**src/rtl/claw_axis_controller.sv**
```systemverilog
// claw_axis_controller: per-axis stepper sequencer for the claw game.
// Turns debounced direction buttons and the home limit switch into
// enable/direction/step-strobe for the phase driver. It also keeps an
// absolute step position with homing, soft travel limits and a fault state.
module claw_axis_controller #(
  parameter int unsigned CLK_DIV  = 100000,
  parameter int unsigned MAX_POS  = 2000,
  parameter int unsigned HOME_MAX = 4095,
  parameter int unsigned POS_W    = 12,
  parameter logic        HOME_DIR = 1'b0
) (
  input  logic             clk,
  input  logic             rst,
  input  logic             btn_fwd,
  input  logic             btn_rev,
  input  logic             home_req,
  input  logic             limit_home,
  output logic             motor_en,
  output logic             motor_dir,
  output logic             step_strobe,
  output logic [POS_W-1:0] position,
  output logic             homed,
  output logic             fault,
  output logic [2:0]       led
);

  localparam int unsigned      CNT_W     = (CLK_DIV > 1) ? $clog2(CLK_DIV) : 1;
  localparam logic [CNT_W-1:0] CNT_LAST  = CNT_W'(CLK_DIV - 1);
  localparam logic [POS_W-1:0] POS_MAX   = POS_W'(MAX_POS);
  localparam logic [POS_W-1:0] HOME_LAST = POS_W'(HOME_MAX - 1);

  typedef enum logic [2:0] {
    S_HOMING,
    S_IDLE,
    S_MOVE_FWD,
    S_MOVE_REV,
    S_FAULT
  } state_t;

  state_t           state;
  logic [CNT_W-1:0] presc;
  logic [POS_W-1:0] home_cnt;
  logic             tick;

  assign tick = (presc == CNT_LAST);
  assign led  = {fault, motor_en, homed};

  // Free-running step-rate prescaler; tick marks the last count of each period.
  always_ff @(posedge clk) begin
    if (rst || tick) presc <= '0;
    else             presc <= presc + 1'b1;
  end

  // Axis sequencer. Outputs are registered alongside the next state, so every
  // transition also loads the enable/direction that belong to the new state.
  // Exit conditions are tested before the tick, so an exiting cycle never strobes.
  always_ff @(posedge clk) begin
    if (rst) begin
      state       <= S_HOMING;
      home_cnt    <= '0;
      position    <= '0;
      homed       <= 1'b0;
      fault       <= 1'b0;
      motor_en    <= 1'b0;
      motor_dir   <= HOME_DIR;
      step_strobe <= 1'b0;
    end else begin
      step_strobe <= 1'b0;
      case (state)
        S_HOMING: begin
          motor_en  <= 1'b1;
          motor_dir <= HOME_DIR;
          if (limit_home) begin
            position <= '0;
            homed    <= 1'b1;
            motor_en <= 1'b0;
            state    <= S_IDLE;
          end else if (tick) begin
            step_strobe <= 1'b1;
            home_cnt    <= home_cnt + 1'b1;
            // The step that exhausts the homing budget is still taken.
            if (home_cnt == HOME_LAST) begin
              homed    <= 1'b0;
              fault    <= 1'b1;
              motor_en <= 1'b0;
              state    <= S_FAULT;
            end
          end
        end

        S_IDLE: begin
          motor_en <= 1'b0;
          if (home_req) begin
            homed     <= 1'b0;
            home_cnt  <= '0;
            motor_en  <= 1'b1;
            motor_dir <= HOME_DIR;
            state     <= S_HOMING;
          end else if (btn_fwd && !btn_rev && homed && (position < POS_MAX)) begin
            motor_en  <= 1'b1;
            motor_dir <= ~HOME_DIR;
            state     <= S_MOVE_FWD;
          end else if (btn_rev && !btn_fwd && homed && (position != '0)) begin
            motor_en  <= 1'b1;
            motor_dir <= HOME_DIR;
            state     <= S_MOVE_REV;
          end
        end

        S_MOVE_FWD: begin
          if (limit_home) begin
            // Hitting home while moving away from it is a mechanical fault.
            homed    <= 1'b0;
            fault    <= 1'b1;
            motor_en <= 1'b0;
            state    <= S_FAULT;
          end else if (!btn_fwd || btn_rev) begin
            motor_en <= 1'b0;
            state    <= S_IDLE;
          end else if (tick) begin
            if (position < POS_MAX) begin
              step_strobe <= 1'b1;
              position    <= position + 1'b1;
            end else begin
              motor_en <= 1'b0;
              state    <= S_IDLE;
            end
          end
        end

        S_MOVE_REV: begin
          if (limit_home) begin
            position <= '0;
            motor_en <= 1'b0;
            state    <= S_IDLE;
          end else if (!btn_rev || btn_fwd) begin
            motor_en <= 1'b0;
            state    <= S_IDLE;
          end else if (tick) begin
            if (position != '0) begin
              step_strobe <= 1'b1;
              position    <= position - 1'b1;
            end else begin
              motor_en <= 1'b0;
              state    <= S_IDLE;
            end
          end
        end

        S_FAULT: begin
          motor_en <= 1'b0;
          fault    <= 1'b1;
          if (home_req) begin
            fault     <= 1'b0;
            home_cnt  <= '0;
            motor_en  <= 1'b1;
            motor_dir <= HOME_DIR;
            state     <= S_HOMING;
          end
        end

        default: begin
          homed    <= 1'b0;
          fault    <= 1'b1;
          motor_en <= 1'b0;
          state    <= S_FAULT;
        end
      endcase
    end
  end

endmodule

```
**config.mk**
```make
export PLATFORM = sky130hd
export DESIGN_NAME = claw_axis_controller
export DESIGN_NICKNAME = d
export VERILOG_FILES = /design/src/rtl/claw_axis_controller.sv
export SDC_FILE = /design/constraint.sdc
export NUM_CORES = 1
export LEC_CHECK = 0
export CAP_MARGIN = 30
export CORE_AREA = 2 2 81 83
export DETAILED_ROUTE_END_ITERATION = 8
export DIE_AREA = 0 0 83 85
export GPL_TIMING_DRIVEN = 0
export PLACE_DENSITY_LB_ADDON = 0.2
export SYNTH_ARGS = -nofsm -noshare
export SYNTH_HDL_FRONTEND = slang
export SYNTH_SLANG_ARGS = --single-unit
export TNS_END_PERCENT = 20
```
**constraint.sdc**
```tcl
create_clock -name clk -period 5.9 [get_ports clk]
set_clock_uncertainty 0.2 [all_clocks]
set_input_delay 1.18 -clock clk [delete_from_list [all_inputs] [get_ports clk]]
set_output_delay 1.18 -clock clk [all_outputs]
set_load 0.03 [all_outputs]
```
==> impl_metrics.prom <==
# TYPE chip_impl_metric gauge
chip_impl_metric{name="synth-edff-count",unit=""} 0
chip_impl_metric{name="drt_iter0_drc",unit=""} 125
chip_impl_metric{name="postLayoutSetupSlackWorst",unit="ns"} 2.341
chip_impl_metric{name="setup.reg_to_reg.worst_slack",unit="ns"} 3.34
chip_impl_metric{name="worstMarginPinSlew",unit="ns"} 0.6182
chip_impl_metric{name="fin_crit",unit="ns"} 3.559
chip_impl_metric{name="finalMaxSlewViolations",unit=""} 0
chip_impl_info{name="timing.critical_path.to_type",value="register"} 1
chip_impl_metric{name="layout.nets",unit=""} 424
chip_impl_metric{name="postSynthNetCount",unit=""} 391
chip_impl_metric{name="r2r.worst_path.cells",unit=""} 7
chip_impl_metric{name="multiInputGateArea",unit="um2"} 1831
chip_impl_metric{name="tritoncts.num_buffers",unit=""} 5
chip_impl_metric{name="finalSetupViolCount",unit=""} 0
chip_impl_metric{name="post-place-ws",unit="ns"} 2.057
chip_impl_metric{name="clock.fmax",unit="MHz"} 281.0
chip_impl_info{name="crit_path_start",value="limit_home"} 1
chip_impl_metric{name="die-height",unit="um"} 85
chip_impl_metric{name="cp_max_fo",unit=""} 10
chip_impl_metric{name="holdWs",unit="ns"} 0.2553
chip_impl_metric{name="n_fill_cell",unit=""} 619
chip_impl_metric{name="vias",unit=""} 2863
chip_impl_metric{name="ctsHtreeMaxLevel",unit=""} 2
chip_impl_metric{name="wirelength",unit="um"} 7176
chip_impl_info{name="type_of_element_launching_the_critical_path",value="primary input"} 1
chip_impl_metric{name="power_density",unit="nW/um2"} 281.8
chip_impl_info{name="tritoncts",value="done"} 1
chip_impl_metric{name="grt.total_usage",unit=""} 0.2049
chip_impl_metric{name="ys_types",unit=""} 59
chip_impl_metric{name="pin_count",unit=""} 26
chip_impl_metric{name="clk_pin_slew_worst_paths",unit="ns"} 0.09
chip_impl_metric{name="grt_antenna_before_repair",unit=""} 0
chip_impl_info{name="worst_setup_path_endpoint",value="position[0]"} 1
chip_impl_metric{name="area.growth.synth_to_final",unit="%"} 14.80
chip_impl_info{name="synth_largest_area_cell",value="sky130_fd_sc_hd__dfxtp_1"} 1
chip_impl_metric{name="asyncSetResetFlopFracSynth",unit=""} 0
chip_impl_metric{name="synth.avg_cell_area",unit="um2"} 7.831
chip_impl_metric{name="via_per_inst",unit=""} 5.843
chip_impl_metric{name="floorplan.rows",unit=""} 29
chip_impl_metric{name="buffer_ports.inserted",unit=""} 25
chip_impl_metric{name="hpwl",unit="um"} 5151
chip_impl_metric{name="start_util",unit=""} 0.4783
chip_impl_metric{name="p_leak",unit="nW"} 1.131
chip_impl_metric{name="sequential_element_share_of_the_synthesized_area",unit=""} 0.3305
chip_impl_info{name="hold_path.class",value="register to register"} 1
chip_impl_metric{name="cts_post_setup_buffers_inserted",unit=""} 0
chip_impl_metric{name="postLayoutCoreUtil",unit=""} 0.5491
chip_impl_metric{name="drt_pass1_iterations",unit=""} 5
chip_impl_metric{name="routed_wire_length_per_instance",unit="um"} 14.64
chip_impl_metric{name="synthDominantCellAreaShare",unit=""} 0.3305
chip_impl_metric{name="required",unit="ns"} 5.95
chip_impl_metric{name="cp.arrival",unit="ns"} 3.60
chip_impl_metric{name="grt_pass1_wl",unit="um"} 12040
chip_impl_metric{name="maxCapViolCount",unit=""} 0
chip_impl_info{name="ys_top_cells_by_count",value="sky130_fd_sc_hd__nor2_1 (51), sky130_fd_sc_hd__dfxtp_1 (49), sky130_fd_sc_hd__nand2_1 (31)"} 1
chip_impl_metric{name="totalNegativeSetupSlack",unit="ns"} 0
chip_impl_info{name="r2r_start",value="state[1]"} 1
chip_impl_metric{name="first_global_vias",unit=""} 2579
chip_impl_metric{name="numClockSinks",unit=""} 49
chip_impl_metric{name="share_of_cells_above_drive_strength_1",unit=""} 0.08717
chip_impl_metric{name="syn-instance-count",unit=""} 379
chip_impl_metric{name="postCtsHoldBufs",unit=""} 0
chip_impl_info{name="clockRootBuffer",value="sky130_fd_sc_hd__clkbuf_8"} 1
chip_impl_info{name="ys_dominant_reg_cell",value="sky130_fd_sc_hd__dfxtp_1"} 1
chip_impl_metric{name="tightest_slew_margin_relative_to_the_limit",unit=""} 0.5847
chip_impl_metric{name="globalRoute.totalOverflow",unit=""} 0
chip_impl_metric{name="die_w",unit="um"} 83
chip_impl_metric{name="grt_start_max_net_pins",unit=""} 16
chip_impl_info{name="run_status",value="finished, final reports clean"} 1
chip_impl_metric{name="detail_route.drc_violations",unit=""} 0
chip_impl_metric{name="core_region_area",unit="um2"} 6205
chip_impl_metric{name="postCtsResizedCells",unit=""} 0
chip_impl_metric{name="ir_drop",unit="V"} 0.0002201
chip_impl_metric{name="hold_violations",unit=""} 0
chip_impl_metric{name="netlist_area_before_placement",unit="um2"} 2968
chip_impl_metric{name="synth.ff_latch_count",unit=""} 49
chip_impl_metric{name="gpl.final_weighted_congestion",unit=""} 0.9467
chip_impl_metric{name="area.sequential",unit="um2"} 980.9
chip_impl_metric{name="cts_max_path_buffers",unit=""} 2
chip_impl_info{name="biggest_area_contributors_in_the_synthesized_netlist",value="sky130_fd_sc_hd__dfxtp_1 (33%), sky130_fd_sc_hd__nor2_1 (6.5%), sky130_fd_sc_hd__xnor2_1 (5.9%)"} 1
chip_impl_metric{name="yosysWarningCount",unit=""} 0
chip_impl_metric{name="clock_insertion_delay_worst_skew",unit="ns"} 0.31
chip_impl_info{name="crit_type",value="primary input to register"} 1
chip_impl_metric{name="num_antenna_cells",unit=""} 0
chip_impl_info{name="most_common_cell_in_the_netlist",value="sky130_fd_sc_hd__nor2_1"} 1
chip_impl_info{name="reg2reg_to",value="state[2]"} 1
chip_impl_metric{name="post_route_clock_period_utilization",unit=""} 0.6033
chip_impl_info{name="rsz0062_at_grt",value="false"} 1
chip_impl_metric{name="drtAntennaViolNets",unit=""} 0
chip_impl_metric{name="fp.dieArea",unit="um2"} 7055
worst min-delay path by stage:
stage | start | to | slack [ns] | depth (start not counted)
after floorplan | presc[0] | presc[0] | 0.22 | 1
after global placement | presc[0] | presc[0] | 0.23 | 1
after detailed placement | presc[0] | presc[0] | 0.24 | 1
after CTS | presc[0] | presc[0] | 0.27 | 1
after global routing | presc[0] | presc[0] | 0.30 | 1
final | presc[0] | presc[0] | 0.26 | 1
through the flow:
step                total power [mW]  instance area [um2]  instances
finish                        0.9600                 3407        490
global route                   1.021                 3407        490
CTS                           0.9659                 3407        490
detailed placement            0.7624                 3319        482
global placement              0.7585                 3314        481
floorplan                     0.6485                 2968        379
cells by family after synthesis:
logic type | Yosys count | synth area share
simple gates | 183 | 0.3242
mux | 3 | 0.01096
buf+inv | 35 | 0.05270
flops | 49 | 0.3305
compound gates | 71 | 0.1619
fa+ha+maj | 6 | 0.02529
xor+xnor | 32 | 0.09444
state kept, by name (all words and copies together), names as in the netlist:
name         cells
home_cnt        12
motor_dir        1
position        12
homed            1
step_strobe      1
motor_en         1
state            3
fault            1
presc           17
worst max-delay path, stage by stage:
cell,delay [ns]
sky130_fd_sc_hd__clkdlybuf4s50_1,0.47
sky130_fd_sc_hd__clkbuf_1,0.35
sky130_fd_sc_hd__nor2_1,0.10
sky130_fd_sc_hd__nand3_1,0.14
sky130_fd_sc_hd__clkbuf_1,0.42
sky130_fd_sc_hd__o2111a_1,0.48
sky130_fd_sc_hd__mux2_2,0.38
sky130_fd_sc_hd__nor2_1,0.09
power by group:
group	switching, mW	internal [mW]	leakage [nW]	total [mW]
combinational	0.229	0.141	0.697	0.370
clock	0.116	0.0837	0.0374	0.200
sequential	0.0342	0.356	0.397	0.390
layout make-up:
cell class                 count  share of cell area
buffer                        28             0.03819
inverter                       7            0.007712
clock inverter                 2            0.004407
clock buffer                   6             0.02130
tap                           77             0.02828
timing repair buffer          26             0.07492
multi-input combinational    295              0.5373
sequential                    49              0.2879
layer usage:
metal,vias to the layer above,wire (um),global-route usage
met5,-,0,0
met3,9,434,0.03405
met2,92,3215,0.3270
li1,1427,-,-
met4,0,105,0.07004
met1,1335,3421,0.2825
cells in the final DEF (no fill, tap or decap), types with 3 or more instances in the layout:
cell type	netlist	layout
sky130_fd_sc_hd__nor2_1	51	51
sky130_fd_sc_hd__dfxtp_1	49	49
sky130_fd_sc_hd__nand2_1	31	31
sky130_fd_sc_hd__clkdlybuf4s50_1	0	25
sky130_fd_sc_hd__nand3_1	24	24
sky130_fd_sc_hd__a21oi_1	22	22
sky130_fd_sc_hd__xnor2_1	20	20
sky130_fd_sc_hd__clkbuf_1	13	14
sky130_fd_sc_hd__nor3_1	13	13
sky130_fd_sc_hd__xor2_1	12	12
sky130_fd_sc_hd__o21ai_0	12	12
sky130_fd_sc_hd__buf_2	11	12
sky130_fd_sc_hd__nand4_1	11	11
sky130_fd_sc_hd__nor4_1	8	8
sky130_fd_sc_hd__inv_1	7	7
sky130_fd_sc_hd__or3_1	6	6
sky130_fd_sc_hd__ha_1	6	6
sky130_fd_sc_hd__nand2b_1	5	5
sky130_fd_sc_hd__nor2b_1	5	5
sky130_fd_sc_hd__a211oi_1	5	5
sky130_fd_sc_hd__clkbuf_8	0	5
sky130_fd_sc_hd__a31oi_1	4	4
sky130_fd_sc_hd__nor3b_1	3	3
sky130_fd_sc_hd__o21a_1	3	3
sky130_fd_sc_hd__or2_2	3	3
sky130_fd_sc_hd__and3_1	3	3
sky130_fd_sc_hd__or4_1	3	3
sky130_fd_sc_hd__o211ai_1	3	3
sky130_fd_sc_hd__buf_4	3	3
(Power assumes the default switching activity.)
